===== src/rtl/traffic_light_monitor.sv =====
`default_nettype none
// ============================================================================
// Module   : traffic_light_monitor
// Brief    : Safety monitor and lamp driver for a two-road light controller.
// Revision : 1.0 - initial release
// ============================================================================
module traffic_light_monitor #(
    parameter int MIN_YELLOW   = 3,
    parameter int MAX_STABLE   = 16,
    parameter int FLASH_HALF   = 4,
    parameter int ALL_RED_TIME = 8
) (
    input  logic       clock,
    input  logic       reset_n,
    input  logic [2:0] light_A_in,
    input  logic [2:0] light_B_in,
    input  logic       fault_clear,
    output logic [2:0] lamp_A,
    output logic [2:0] lamp_B,
    output logic       fault,
    output logic [1:0] fault_code
);

    localparam logic [2:0] c_GREEN  = 3'b001;
    localparam logic [2:0] c_YELLOW = 3'b010;
    localparam logic [2:0] c_RED    = 3'b100;
    localparam logic [2:0] c_OFF    = 3'b000;

    localparam logic [1:0] c_CODE_STALL = 2'b00;
    localparam logic [1:0] c_CODE_ENC   = 2'b01;
    localparam logic [1:0] c_CODE_CONF  = 2'b10;
    localparam logic [1:0] c_CODE_SEQ   = 2'b11;

    localparam int YW      = $clog2(MIN_YELLOW + 1);
    localparam int SW      = $clog2(MAX_STABLE + 1);
    localparam int CNT_MAX = (2 * FLASH_HALF > ALL_RED_TIME) ? 2 * FLASH_HALF : ALL_RED_TIME;
    localparam int CW      = $clog2(CNT_MAX + 1);

    localparam logic [YW-1:0] c_YMIN       = YW'(MIN_YELLOW);
    // The stall count trails the identical-sample run by one, so the limit
    // is hit when the registered count is two short of MAX_STABLE.
    localparam logic [SW-1:0] c_STALL_LIM  = SW'(MAX_STABLE - 2);
    localparam logic [CW-1:0] c_FLASH_HALF = CW'(FLASH_HALF);
    localparam logic [CW-1:0] c_FLASH_LAST = CW'(2 * FLASH_HALF - 1);
    localparam logic [CW-1:0] c_ALLRED     = CW'(ALL_RED_TIME);

    typedef enum logic [1:0] {
        S_PASS    = 2'd0,
        S_FLASH   = 2'd1,
        S_ALL_RED = 2'd2
    } state_t;

    state_t          r_state;
    logic [2:0]      r_lamp_A, r_lamp_B;
    logic            r_fault;
    logic [1:0]      r_fault_code;
    logic [2:0]      r_prev_A, r_prev_B;
    logic [YW-1:0]   r_ycnt_A, r_ycnt_B;
    logic [SW-1:0]   r_stall;
    logic [CW-1:0]   r_cnt;

    logic            w_enc_err, w_conf_err, w_seq_err, w_stall_err, w_viol;
    logic            w_same, w_legal_pair;
    logic [1:0]      w_code;
    logic [YW-1:0]   w_ycnt_A_nxt, w_ycnt_B_nxt;
    logic [CW-1:0]   w_flash_nxt;

    function automatic logic f_valid(input logic [2:0] c);
        return (c == c_GREEN) || (c == c_YELLOW) || (c == c_RED);
    endfunction

    function automatic logic f_seq_ok(input logic [2:0] p, input logic [2:0] c);
        return (p == c) ||
               (p == c_GREEN  && c == c_YELLOW) ||
               (p == c_YELLOW && c == c_RED)    ||
               (p == c_RED    && c == c_GREEN);
    endfunction

    function automatic logic [YW-1:0] f_ycnt(input logic [2:0] c, input logic [YW-1:0] n);
        if (c != c_YELLOW) return '0;
        return (n == c_YMIN) ? n : n + YW'(1);
    endfunction

    always_comb begin
        w_same       = ({light_A_in, light_B_in} == {r_prev_A, r_prev_B});
        w_enc_err    = !f_valid(light_A_in) || !f_valid(light_B_in);
        w_conf_err   = (light_A_in != c_RED) && (light_B_in != c_RED);
        w_seq_err    = !f_seq_ok(r_prev_A, light_A_in) || !f_seq_ok(r_prev_B, light_B_in) ||
                       (r_prev_A == c_YELLOW && light_A_in == c_RED && r_ycnt_A < c_YMIN) ||
                       (r_prev_B == c_YELLOW && light_B_in == c_RED && r_ycnt_B < c_YMIN);
        w_stall_err  = w_same && (r_stall == c_STALL_LIM);
        w_viol       = w_enc_err || w_conf_err || w_seq_err || w_stall_err;
        w_code       = w_enc_err  ? c_CODE_ENC  :
                       w_conf_err ? c_CODE_CONF :
                       w_seq_err  ? c_CODE_SEQ  : c_CODE_STALL;
        w_legal_pair = (light_A_in == c_GREEN && light_B_in == c_RED) ||
                       (light_A_in == c_RED   && light_B_in == c_GREEN);
        w_ycnt_A_nxt = f_ycnt(light_A_in, r_ycnt_A);
        w_ycnt_B_nxt = f_ycnt(light_B_in, r_ycnt_B);
        w_flash_nxt  = (r_cnt == c_FLASH_LAST) ? '0 : r_cnt + CW'(1);
    end

    always_ff @(posedge clock or negedge reset_n) begin
        if (!reset_n) begin
            r_state      <= S_PASS;
            r_lamp_A     <= c_RED;
            r_lamp_B     <= c_RED;
            r_fault      <= 1'b0;
            r_fault_code <= c_CODE_STALL;
            r_prev_A     <= c_RED;
            r_prev_B     <= c_RED;
            r_ycnt_A     <= '0;
            r_ycnt_B     <= '0;
            r_stall      <= '0;
            r_cnt        <= '0;
        end else begin
            case (r_state)
                S_PASS: begin
                    if (w_viol) begin
                        r_state      <= S_FLASH;
                        r_fault      <= 1'b1;
                        r_fault_code <= w_code;
                        r_lamp_A     <= c_RED;
                        r_lamp_B     <= c_RED;
                        r_cnt        <= '0;
                    end else begin
                        r_lamp_A <= light_A_in;
                        r_lamp_B <= light_B_in;
                        r_prev_A <= light_A_in;
                        r_prev_B <= light_B_in;
                        r_ycnt_A <= w_ycnt_A_nxt;
                        r_ycnt_B <= w_ycnt_B_nxt;
                        r_stall  <= w_same ? r_stall + SW'(1) : '0;
                    end
                end
                S_FLASH: begin
                    if (fault_clear) begin
                        r_state  <= S_ALL_RED;
                        r_lamp_A <= c_RED;
                        r_lamp_B <= c_RED;
                        r_cnt    <= '0;
                    end else begin
                        r_cnt    <= w_flash_nxt;
                        r_lamp_A <= (w_flash_nxt < c_FLASH_HALF) ? c_RED : c_OFF;
                        r_lamp_B <= (w_flash_nxt < c_FLASH_HALF) ? c_RED : c_OFF;
                    end
                end
                S_ALL_RED: begin
                    if (r_cnt < c_ALLRED) begin
                        r_cnt    <= r_cnt + CW'(1);
                        r_lamp_A <= c_RED;
                        r_lamp_B <= c_RED;
                    end else if (w_legal_pair) begin
                        r_state  <= S_PASS;
                        r_fault  <= 1'b0;
                        r_prev_A <= light_A_in;
                        r_prev_B <= light_B_in;
                        r_lamp_A <= light_A_in;
                        r_lamp_B <= light_B_in;
                        r_ycnt_A <= '0;
                        r_ycnt_B <= '0;
                        r_stall  <= '0;
                        r_cnt    <= '0;
                    end else begin
                        r_lamp_A <= c_RED;
                        r_lamp_B <= c_RED;
                    end
                end
                default: r_state <= S_PASS;
            endcase
        end
    end

    assign lamp_A     = r_lamp_A;
    assign lamp_B     = r_lamp_B;
    assign fault      = r_fault;
    assign fault_code = r_fault_code;

endmodule
`default_nettype wire

===== config.mk =====
export PLATFORM = sky130hd
export DESIGN_NAME = traffic_light_monitor
export DESIGN_NICKNAME = d
export VERILOG_FILES = /design/src/rtl/traffic_light_monitor.sv
export SDC_FILE = /design/constraint.sdc
export NUM_CORES = 1
export LEC_CHECK = 0
export BUFFER_PORTS_ARGS = -buffer_cell sky130_fd_sc_hd__buf_2
export CORE_ASPECT_RATIO = 0.9
export CORE_MARGIN = 2
export CORE_UTILIZATION = 25
export CTS_BUF_LIST = sky130_fd_sc_hd__clkbuf_16
export CTS_CLUSTER_SIZE = 25
export DETAILED_ROUTE_END_ITERATION = 8
export GPL_TIMING_DRIVEN = 0
export SETUP_SLACK_MARGIN = 0.15
export SLEW_MARGIN = 20
export SYNTH_ARGS = -nofsm -noshare
export SYNTH_HDL_FRONTEND = slang
export SYNTH_SLANG_ARGS = --single-unit

===== constraint.sdc =====
create_clock -name clock -period 2.8 [get_ports clock]
set_clock_uncertainty 0.15 [all_clocks]
set_input_delay 0.14 -clock clock [delete_from_list [all_inputs] [get_ports clock]]
set_output_delay 0.14 -clock clock [all_outputs]
set_load 0.1 [all_outputs]

# [Yosys cells after proc, flatten, opt, wreduce, memory -nomap -nowiden]
# Index checks and enable logic that the tools add are counted.
[op_classes] addsub=4 magnitude_cmp=4 eq_ne=33 muxes=53 reduce_logical=44
[op_table] operator="2-to-1 mux 3 bit" count=14
[op_table] operator="2-to-1 mux 2 bit" count=15
[op_table] operator="2-to-1 mux 4 bit" count=5
[op_table] operator="2-to-1 mux 5 bit" count=4
[op_table] operator="logical OR 1 bit" count=18
[op_table] operator="case mux 3 bit (3 select lines)" count=2
[op_table] operator="!= test 3 bit (second input constant)" count=5
[op_table] operator="equality test 3 x 1 -> 1 bit (second input constant)" count=4
[op_table] operator="equality test 3 x 2 -> 1 bit (second input constant)" count=4
[op_table] operator="equality test 3 bit (second input constant)" count=4
[op_table] operator="logical AND 1 bit" count=12
[op_table] operator="case mux 3 bit (2 select lines)" count=2
[op_table] operator="case mux 4 bit (3 select lines)" count=1
[op_table] operator="AND reduction 4 bit" count=3
[op_table] operator="!= test 2 bit (second input constant)" count=5
[op_table] operator="case mux 5 bit (2 select lines)" count=1
[op_table] operator="AND reduction 5 bit" count=2
[op_table] operator="case mux 2 bit (2 select lines)" count=2
[op_table] operator="equality test 2 bit (second input constant)" count=3
[op_table] operator="equality test 3 bit" count=2
[op_table] operator="equality test 6 bit" count=1
[op_table] operator="!= test 3 x 2 -> 1 bit (second input constant)" count=2
[op_table] operator="case mux 2 bit (3 select lines)" count=1
[op_table] operator="adder 5 x 1 -> 5 bit (second input constant)" count=1
[op_table] operator="16 further kinds" count=25
[word_totals] register_bits=30 input_bits=9 output_inout_bits=9 word_cells=149

# [Depth between registers and ports, before layout]
[depth] word_depth=13 mapped_depth=9 depth_no_buf=8

# [Least setup slack after synthesis]
# Ideal clock, no wire load.
[synth_timing] path_type="reg2reg" from="register r_ycnt_A[0]" to="register r_cnt[0]" setup_ns=0.128 t_arrival_ns=2.014 required_time_ns=2.522 path_slack_ns=0.508 stages_incl_launch_ff=9 n_path_buf=1 period_less_slack_ns=2.292 cell_sequence="dfrtp_1 > ha_1 > nor4b_1 > a22o_1 > a31oi_4 > and4b_1 > buf_6 > a211oi_4 > mux2_1"
[synth_between] elab_chain_len=8
[synth_lines] item="from (decl)" line="58" rtl="logic [YW-1:0] r_ycnt_A, r_ycnt_B;"
[synth_lines] item="from (signal assigned)" line="131" rtl="r_ycnt_A <= w_ycnt_A_nxt;"
[synth_lines] item="less-than comparator 2 bit" line="89" rtl="(r_prev_A == c_YELLOW && light_A_in == c_RED && r_ycnt_A < c_YMIN) ||"
[synth_lines] item="logical AND 1 bit" line="89"
[synth_lines] item="logical OR 1 bit" line="88" rtl="w_seq_err = !f_seq_ok(r_prev_A, light_A_in) || !f_seq_ok(r_prev_B, light_B_in) ||"
[synth_lines] item="logical OR 1 bit" line="89"
[synth_lines] item="logical OR 1 bit (2 in series)" line="92" rtl="w_viol = w_enc_err || w_conf_err || w_seq_err || w_stall_err;"
[synth_lines] item="!= test 2 bit (no line)"
[synth_lines] item="AND reduction 3 bit (no line)"
[synth_lines] item="to (signal assigned)" line="143" rtl="r_cnt <= w_flash_nxt;"
[synth_lines] item="to (signal assigned)" line="150" rtl="r_cnt <= r_cnt + CW'(1);"
[synth_lines] item="to (decl)" line="60" rtl="logic [CW-1:0] r_cnt;"
# No other way between the ends.
# A chain may end at the register's enable or synchronous reset.

# [Worst setup path after layout]
[layout_timing] from="register r_ycnt_B[0]" to="register r_cnt[0]"
[layout_between] elab_chain_len=7
[layout_lines] item="from (decl)" line="58"
[layout_lines] item="from (signal assigned)" line="132" rtl="r_ycnt_B <= w_ycnt_B_nxt;"
[layout_lines] item="less-than comparator 2 bit" line="90" rtl="(r_prev_B == c_YELLOW && light_B_in == c_RED && r_ycnt_B < c_YMIN);"
[layout_lines] item="logical AND 1 bit" line="90"
[layout_lines] item="logical OR 1 bit" line="89"
[layout_lines] item="logical OR 1 bit (2 in series)" line="92"
[layout_lines] item="!= test 2 bit (no line)"
[layout_lines] item="AND reduction 3 bit (no line)"
# No other way between the ends.

==> flow_summary.yaml <==
power_and_ir_drop:
  ir_worst_vdd_mv: 0.219
  clkPwrFrac_pct: 23.0
  p_switching_mw: 0.947
  seqPwrFrac_pct: 29.7
  power_density_mw_per_mm2: 850
  p_comb_share_pct: 47.3
  p_leak_nw: 1.06
  internal-power_mw: 1.23
  swShare_pct: 43.6
critical_path:
  crit_type: "reg2reg"
  cp.required_ns: 2.81
  arrival_ns: 2.47
  crit_path_end_kind: "register"
  start_kind: "register"
  crit_fanout: 7
synthesis:
  yosysSeqAreaShare_pct: 34.8
  synth_fp_nets: 245
  yosys.area.top_type: "dfrtp_1"
  syn_inst: 226
  synth_area_sq_mm: 0.00217
  synth.distinct_cells: 61
  synth_edf_count: 0
  syn_avg_cell_area_sq_um: 9.61
  synth_flop_cell: "dfrtp_1"
  yosysWarningCount: 0
  synth_most_common_cell: "dfrtp_1"
  ys_top_cells_by_count: "dfrtp_1 (26), inv_1 (16), nand2_1 (13), nand3_1 (13), nor2_1 (13)"
  ys_top_cells_by_area: "dfrtp_1 (30%), ha_1 (5.8%), dfstp_2 (4.8%)"
  ys_ff_latch: 30
  async_flop_share_pct: 100
  synthDominantCellAreaShare_pct: 30.0
clock_network:
  clock_path_buffers: 2
  clock-root-buffer: "clkbuf_16"
  postCtsSetupBuffers: 0
  cts_tree: "done"
  clock_latency_ns: 0.27
  clk_pin_slew_ns: 0.05
  cts_max_level: 2
  cts_inserted_buffers: 5
  cts.sinks: 30
floorplan:
  fp.dieW_um: 102
  die_h_um: 92.4
  dieArea_sq_mm: 0.00945
  core_area_sq_mm: 0.00849
  start_util_pct: 25.6
  ios: 18
  rows: 32
timing:
  post-route-min-period_ns: 2.47
  finalCritPeriodShare_pct: 88.1
  setup_slack_ns: 0.333
  finalHoldViolCount: 0
  tightestPinTransition_ns: 0.876
  report.final.setup_viol: 0
  maxSlewViolCount: 0
  fmax_mhz: 405
  slew_headroom_pct: 41.1
  totalNegativeSetupSlack_ns: 0
  rsz0062_at_grt: "false"
finish:
  post_route_cells_drive_above_1_share_pct: 21.9
  fin_util_pct: 30.1
  antenna_cells: 0
  synthToLayoutAreaGrowth_pct: 17.6
  nets: 269
placement:
  preCtsSetupSlack_ns: 0.304
  place_hpwl_um: 3630
  io_buffers: 16
  gp_congestion: 0.744
grt:
  gr-total-overflow: 0
  gr-usage-all-layers_pct: 11.6
  grt_first_pass_wirelength_um: 8830
  grt_max_degree: 31
  antenna_found_initial: 0
  grt_pass1_vias: 1826
run_status:
  status: "finished, final reports clean"
detailed_routing:
  drt-pass1-iter-count: 4
  vias: 1750
  wirelength_um: 4990
  drc_errors: 0
  viasPerCell: 4.73
  ant_nets: 0
  drt_iter0_markers: 122
  wl_per_cell_um: 13.5
run:
  drv_cap: 0
hold_path:
  hold_class: "in2reg"
worst max-delay path, stage by stage, from the launching register on:
cell and delay, ns:
dfrtp_1 0.39, ha_1 0.24, nor4b_1 0.26, a22o_1 0.23, a31oi_4 0.06, and4b_1 0.23, buf_6 0.14, a211oi_4 0.31
mux2_1 0.35
flip-flops by register name, summed over array words and instances (netlist names):
name	cells
r_ycnt_B	2
r_state	2
lamp_A	3
r_ycnt_A	2
r_stall	5
r_prev_B	3
fault	1
lamp_B	3
r_prev_A	3
r_cnt	4
fault_code	2
cell usage in the layout (no fill, tap or decap), types with 2 or more instances in the layout:
| master | Yosys | routed |
|---|---|---|
| dfstp_2 | 4 | 4 |
| clkbuf_16 | 0 | 5 |
| nor3b_1 | 2 | 2 |
| buf_2 | 3 | 19 |
| and3_1 | 2 | 2 |
| nand3_1 | 13 | 13 |
| buf_6 | 4 | 4 |
| nor4b_1 | 3 | 2 |
| nor2_1 | 13 | 13 |
| nor2b_1 | 5 | 5 |
| xnor2_1 | 7 | 7 |
| mux2_1 | 7 | 7 |
| mux2i_1 | 5 | 5 |
| ha_1 | 10 | 10 |
| nor3_1 | 2 | 2 |
| o211ai_1 | 3 | 3 |
| dfrtp_1 | 26 | 26 |
| o21ai_1 | 5 | 5 |
| buf_4 | 4 | 4 |
| and4bb_1 | 2 | 2 |
| a32o_1 | 2 | 2 |
| nor4bb_1 | 2 | 2 |
| nand2_1 | 13 | 13 |
| a31oi_1 | 3 | 3 |
| nor3b_2 | 3 | 3 |
| a21oi_1 | 11 | 11 |
| and4bb_2 | 2 | 2 |
| inv_1 | 16 | 17 |
| nand2b_1 | 5 | 5 |
| nand3b_1 | 2 | 2 |
| o21ai_0 | 11 | 11 |
| o22ai_1 | 3 | 3 |
| mux2_2 | 2 | 2 |
| clkbuf_1 | 3 | 3 |
power by group through the flow:
| stage | combinational (mW) | clock, mW | sequential, mW |
|---|---|---|---|
| 2_1_floorplan | 0.647 | 0 | 0.808 |
| 3_3_place_gp | 1.01 | 0 | 0.642 |
| 3_5_place_dp | 1.02 | 0 | 0.647 |
| 4_1_cts | 1.03 | 0.509 | 0.640 |
| 5_1_grt | 1.12 | 0.540 | 0.659 |
| 6_report | 1.03 | 0.499 | 0.644 |
routing by layer:
| metal | part of all wire [%] | wire length [um] | GRT usage, % | vias up |
|---|---|---|---|---|
| met4 | 1.3 | 66 | 3.78 | 0 |
| li1 | - | - | - | 871 |
| met5 | 0 | 0 | 0 | - |
| met3 | 4.7 | 234 | 2.72 | 7 |
| met1 | 49 | 2430 | 15.7 | 837 |
| met2 | 45 | 2260 | 18.3 | 35 |
logic make-up (layout without fill, tap and decap cells):
group	after synthesis	in the layout	synth area share, %
simple gates	83	83	25.6
compound gates	52	52	16.6
flops	30	30	34.8
mux	14	14	6.97
buf+inv	30	55	7.43
xor+xnor	7	7	2.82
fa+ha+maj	10	10	5.76
per-stage QoR:
stage	hold WS [ns]	instance area, sq um	cells	total power, mW
CTS	0.0798	2550	370	2.18
global placement	0.0831	2400	361	1.66
detailed placement	0.0840	2400	361	1.67
finish	0.0926	2550	370	2.17
global route	0.0964	2550	370	2.32
floorplan	-0.306	2170	226	1.46
area by class of cell:
cell class                      count  area, sq um
Clock inverter                      3         12.5
Fill cell                         932         5930
Buffer                             14          101
Clock buffer                        5          125
Timing Repair Buffer               17         90.1
Sequential cell                    30          756
Tap cell                          119          149
Inverter                           16         60.1
Multi-Input combinational cell    166         1260
final timing paths:
kind	start	cells past startpoint	to	slack [ns]
worst min register to register	fault_code[0]	1	fault_code[0]	0.33
max in group asynchronous	reset_n	2	r_prev_B[0]	1.74
worst max-delay path	r_ycnt_B[0]	8	r_cnt[0]	0.33
worst min-delay path	light_B_in[1]	3	lamp_B[1]	0.09
min in group asynchronous	reset_n	2	r_cnt[0]	0.31
worst max register to register	r_ycnt_B[0]	8	r_cnt[0]	0.33
what timing repair did:
action                     CTS  global route
setup endpoints to repair    0             1
hold buffers                 1             0
hold endpoints to repair    26             0
resized for setup            0             1
(Power assumes the default switching activity.)
